===== src/rtl/fib_pkg.sv =====
// fib_pkg: shared types, constants and a golden Fibonacci helper for the
// fib_seq_engine block.
//   fib_state_t     : engine FSM encoding (IDLE -> RUN -> DONE -> IDLE)
//   FIB_MAX_IDX_32  : largest k whose fib(k) fits a signed 32-bit value
//   fib_ref(k)      : exact fib(k) in 64 bits (exact for k <= 93)
package fib_pkg;

   typedef enum logic [1:0] {IDLE, RUN, DONE} fib_state_t;

   localparam int FIB_MAX_IDX_32 = 46;

   function automatic logic [63:0] fib_ref(input int unsigned k);
      logic [63:0] a;
      logic [63:0] b;
      logic [63:0] t;
      a = 64'd0;
      b = 64'd1;
      for (int unsigned i = 0; i < k; i++) begin
         t = a + b;
         a = b;
         b = t;
      end
      return a;
   endfunction

endpackage


===== src/rtl/fib_sat_add.sv =====
// fib_sat_add: combinational final stage of the engine, off + fib.
//   off      in  WIDTH  signed offset
//   fib      in  WIDTH  fib accumulator value (may have wrapped)
//   fib_ovf  in  1      fib itself already left the signed range
//   sum_out  out WIDTH  wrapped or saturated result
//   ovf      out 1      fib_ovf or the add not representable in WIDTH bits
module fib_sat_add
   import fib_pkg::*;
#(
   parameter int WIDTH    = 32,
   parameter int SATURATE = 0
) (
   input  logic [WIDTH-1:0] off,
   input  logic [WIDTH-1:0] fib,
   input  logic             fib_ovf,
   output logic [WIDTH-1:0] sum_out,
   output logic             ovf
);

   localparam logic [WIDTH-1:0] SMAX = {1'b0, {(WIDTH-1){1'b1}}};
   localparam logic [WIDTH-1:0] SMIN = {1'b1, {(WIDTH-1){1'b0}}};

   logic [WIDTH:0] sum;
   logic           sum_ovf;

   // One guard bit: the add overflowed when the guard and sign bits disagree.
   assign sum     = {off[WIDTH-1], off} + {fib[WIDTH-1], fib};
   assign sum_ovf = sum[WIDTH] ^ sum[WIDTH-1];
   assign ovf     = fib_ovf | sum_ovf;

   always_comb begin
      sum_out = sum[WIDTH-1:0];
      if (SATURATE != 0) begin
         // A true fib beyond the range is always positive, so clamp high.
         if (fib_ovf)
            sum_out = SMAX;
         else if (sum_ovf)
            sum_out = sum[WIDTH] ? SMIN : SMAX;
      end
   end

endmodule


===== src/rtl/fib_seq_engine.sv =====
// fib_seq_engine: iterative result = off + fib(k) behind a start/busy/done
// handshake; one Fibonacci step per clock, done at accept + k + 2.
//   clk       in   1      clock
//   rst       in   1      synchronous active-high reset
//   start     in   1      request strobe, honoured only in IDLE
//   k         in   IDX_W  Fibonacci index, captured on accept
//   off       in   WIDTH  signed offset, captured on accept
//   busy      out  1      high from the cycle after accept until done
//   done      out  1      one-cycle pulse with result/overflow update
//   result    out  WIDTH  off + fib(k), wrapped or saturated; held until next done
//   overflow  out  1      fib(k) or off+fib(k) left the signed range
module fib_seq_engine
   import fib_pkg::*;
#(
   parameter int WIDTH    = 32,
   parameter int IDX_W    = 6,
   parameter int SATURATE = 0
) (
   input  logic             clk,
   input  logic             rst,
   input  logic             start,
   input  logic [IDX_W-1:0] k,
   input  logic [WIDTH-1:0] off,
   output logic             busy,
   output logic             done,
   output logic [WIDTH-1:0] result,
   output logic             overflow
);

   localparam logic [WIDTH-1:0] ONE = {{(WIDTH-1){1'b0}}, 1'b1};

   fib_state_t       state;
   logic [WIDTH-1:0] a, b;
   logic [IDX_W-1:0] cnt;
   logic [WIDTH-1:0] off_q;
   // ovf_a / ovf_b track whether a / b hold a value that left the range.
   // The sum lands in b and only becomes fib(k) one step later, so the
   // reported flag follows a; this keeps fib(k+1) out of the verdict.
   logic             ovf_a, ovf_b;

   logic [WIDTH:0]   ab_sum;
   logic             ab_ovf;
   logic [WIDTH-1:0] fin_res;
   logic             fin_ovf;

   // a and b are non-negative until a flag is set, so an unsigned sum above
   // the signed max is the only overflow case that matters.
   assign ab_sum = {1'b0, a} + {1'b0, b};
   assign ab_ovf = ab_sum[WIDTH] | ab_sum[WIDTH-1];

   fib_sat_add #(
      .WIDTH    (WIDTH),
      .SATURATE (SATURATE)
   ) u_sat_add (
      .off     (off_q),
      .fib     (a),
      .fib_ovf (ovf_a),
      .sum_out (fin_res),
      .ovf     (fin_ovf)
   );

   always_ff @(posedge clk) begin
      if (rst) begin
         state    <= IDLE;
         busy     <= 1'b0;
         done     <= 1'b0;
         result   <= '0;
         overflow <= 1'b0;
         a        <= '0;
         b        <= ONE;
         cnt      <= '0;
         off_q    <= '0;
         ovf_a    <= 1'b0;
         ovf_b    <= 1'b0;
      end else begin
         done <= 1'b0;
         case (state)
            IDLE: begin
               if (start) begin
                  off_q <= off;
                  cnt   <= k;
                  a     <= '0;
                  b     <= ONE;
                  ovf_a <= 1'b0;
                  ovf_b <= 1'b0;
                  busy  <= 1'b1;
                  state <= RUN;
               end
            end
            RUN: begin
               if (cnt != '0) begin
                  a     <= b;
                  b     <= ab_sum[WIDTH-1:0];
                  cnt   <= cnt - IDX_W'(1);
                  ovf_a <= ovf_b;
                  ovf_b <= ovf_b | ab_ovf;
               end else begin
                  result   <= fin_res;
                  overflow <= fin_ovf;
                  done     <= 1'b1;
                  busy     <= 1'b0;
                  state    <= DONE;
               end
            end
            DONE: begin
               // start is not looked at here; the next accept is from IDLE.
               state <= IDLE;
            end
            default: state <= IDLE;
         endcase
      end
   end

endmodule


===== config.mk =====
export PLATFORM = sky130hd
export DESIGN_NAME = fib_seq_engine
export DESIGN_NICKNAME = d
export VERILOG_FILES = /design/src/rtl/fib_pkg.sv /design/src/rtl/fib_sat_add.sv /design/src/rtl/fib_seq_engine.sv
export SDC_FILE = /design/constraint.sdc
export NUM_CORES = 1
export LEC_CHECK = 0
export ABC_AREA = 1
export BUFFER_PORTS_ARGS = -buffer_cell sky130_fd_sc_hd__buf_2
export CORE_ASPECT_RATIO = 0.5
export CORE_MARGIN = 2
export CORE_UTILIZATION = 45
export CTS_BUF_LIST = sky130_fd_sc_hd__clkbuf_4
export CTS_CLUSTER_DIAMETER = 80
export DETAILED_ROUTE_END_ITERATION = 6
export PLACE_DENSITY = 0.63
export SYNTH_ARGS = -nofsm -noshare
export SYNTH_HDL_FRONTEND = slang
export SYNTH_HIERARCHICAL = 1
export SYNTH_SLANG_ARGS = --single-unit

===== constraint.sdc =====
create_clock -name clk -period 2.3 [get_ports clk]
set_clock_uncertainty 0.1 [all_clocks]
set_input_delay 0.23 -clock clk [delete_from_list [all_inputs] [get_ports clk]]
set_output_delay 0.23 -clock clk [all_outputs]
set_load 0.02 [all_outputs]

==> run metrics <==
status complete, no violations; final worst-path cycle share a little over nine tenths; initial core utilization between 40% and 50%; clk root buf clkbuf_4; nets around 1700; ANT nets after route 0; largest net degree at the start of global routing 47; TritonCTS clock tree yes; vias per std cell between 5 and 6; post-route insts no fill roughly 1900; Async SR Flop Fraction 0%; LEAKAGE between 5 and 6 nW; Yosys cell types 44; worst-skew pair later-pin latency between 500 and 600 ps; IO Pins between 70 and 80; PwrDens approximately 570 nW/µm²; Max-Cap Viols 0; global-route wire length before repair 46.4 mm; Main synth FF type dfxtp_1; relative slew slack ~63%; Die W approximately 210 µm; Post-synth EDFFs 0; total grt overflow 0; row count 37; Peak supply drop roughly 0.00031 V; commonest non-fill, non-tap cell in the layout nand2_1; CTS clk-pin slew, worst paths approximately 130 ps; worst setup path category reg2reg; commonest non-fill, non-tap cells in the layout nand2_1 (438), nor2_1 (230), inv_1 (152); combinational fraction of design power 26.3%; fmax roughly 460 MHz; Critical Path End Type flip-flop; Mapped Cells around 1500; Syn Area/Cell between 6 and 7 µm²; footprint of the multi-input gates approximately 5900 µm²; Remaining DRCs 0; Slew Limit Fails 0; startpoint types flip-flop; routed vias ~9800; Reg area 2830 µm²; RD Place Congestion between 0.9 and 1; final hold vios 0; hold crit path type in2reg; TritonRoute pass-1 iters 5; Final HPWL DP ~22 mm; Post-Syn Nets roughly 1600; minimum clock period 2190 ps; core area between 20000 and 25000 µm²; WL/cell 15.7 µm; mapped cell area between 9000 and 10000 µm²; total global-route track usage 26.8%; IO Port Bufs 75; Post-Route WL just under 30 mm; Ys Warns 6; Setup Viol. Count Final 0; worst endpoint data arrival time approximately 2600 ps; Critical Path RT between 2000 and 3000 ps; Post-Place Cells ~1800; Clock Sinks 141; # fillers roughly 2100; DIE AREA 22200 µm²; die height about 110 µm; Clk pwr share 28.1%; post-synthesis register bit count 141; crit path max fanout 5; Initial DRC Count 1015; Seq/Total Area, Yosys 29.9%; Int Pwr 3.95 mW; worst-case clock buffer depth 2; Tot Pwr just over 6 mW; Sw Share between 30% and 40%; CTS Buf Count 17; Sw Pwr between 2 and 2.5 mW; vias in the first global route 8879; hold_ws 28.8 ps; Reg power frac about 46%; Layout Area Growth over Synthesis 15.3%; worst slew pin tran between 500 and 600 ps; Final Util a little over half; H-Tree Depth 4; share of cells above drive strength 1 between 10% and 20%; initial antenna violation count 1
==> critical path, stage by stage (launching register included) <==
cell	delay, ps
dfxtp_1	400
ha_1	450
nand2_1	150
nor2_2	140
inv_1	70
nor2_2	70
nand2_1	60
nand2_2	150
nand2_1	90
nand2_1	60
nand2_1	70
nand3_2	110
nand2_1	70
a21oi_2	120
==> worst paths after layout <==
check,slack [ps],startpoint,end,cells past startpoint
min,30,start,ovf_a$_SDFFE_PP0P_,6
max reg2reg,110,b[11]$_SDFFE_PP0P_,ovf_b$_SDFFE_PP0P_,13
min reg2reg,370,busy$_SDFFE_PP0P_,busy$_SDFFE_PP0P_,2
max,110,b[11]$_SDFFE_PP0P_,ovf_b$_SDFFE_PP0P_,13
==> power groups by stage <==
stage	Clock, mW	Sequential, mW	Combinational [mW]
final	1.73	2.80	1.62
after detailed placement	0	2.84	1.53
after floorplan	0	2.88	1.02
after global placement	0	2.84	1.51
after CTS	1.77	2.79	1.59
after global routing	1.86	2.82	1.79
==> cells in the mapped netlist, types with 5 or more instances <==
library cell	count	area share (%)
nand2_2	16	1.1
ha_1	66	8.8
a21oi_1	135	7.2
o21bai_1	12	0.95
nand3b_1	13	1.0
clkbuf_1	21	0.84
inv_1	153	6.1
dfxtp_1	141	30
nor2_1	230	9.2
nand3_1	66	3.5
inv_2	9	0.36
buf_2	12	0.64
nor3_1	6	0.32
nand2_1	442	18
nor2_2	9	0.60
buf_1	5	0.20
xor2_1	17	1.6
o21ai_0	97	5.1
==> cell type report <==
cell class	count	share of cell area, %
Antenna cell	1	0.0230
Clock buffer	18	1.24
Clock inverter	12	1.37
Inverter	162	5.59
Multi-Input combinational cell	1155	54.1
Sequential cell	141	26.0
Tap cell	273	3.14
Timing Repair Buffer	132	8.51
==> kinds of logic after synthesis <==
group	synth area share [%]
AND/OR/NAND/NOR	35.8
AO/OA/AOI/OAI	14.7
buffers and inverters	8.67
flip-flops	29.9
adder cells (fa/ha/maj)	9.18
XOR/XNOR	1.67
==> metal layers <==
layer,share of wire [%],GRT usage [%],vias up
li1,-,-,5007
met1,52,39.6,4498
met2,41,40.0,277
met3,5.7,4.67,33
met4,1.4,6.73,0
met5,0,0,-
==> stage by stage <==
step           worst slack, ps  area [µm²]  TNS (ps)
5_1_grt                  -1.32       10900     -1.58
3_3_place_gp              23.3       10100         0
2_1_floorplan              351        9430         0
6_report                   110       10900         0
4_1_cts                   2.61       10800         0
3_5_place_dp             -11.5       10100     -11.5
==> repair_timing <==
action                     CTS  global route
pin swaps                    0             1
buffers inserted             0             0
setup endpoints to repair    1            28
hold endpoints to repair    52             0
hold buffers                39             0
resized for setup            2            26
==> registers in the layout, summed over array words and instances (netlist names) <==
name      flops
off_q        32
overflow      1
ovf_b         1
done          1
a            32
cnt           6
result       32
ovf_a         1
state         2
busy          1
b            32
No activity file was read; power rests on OpenSTA's default activity.
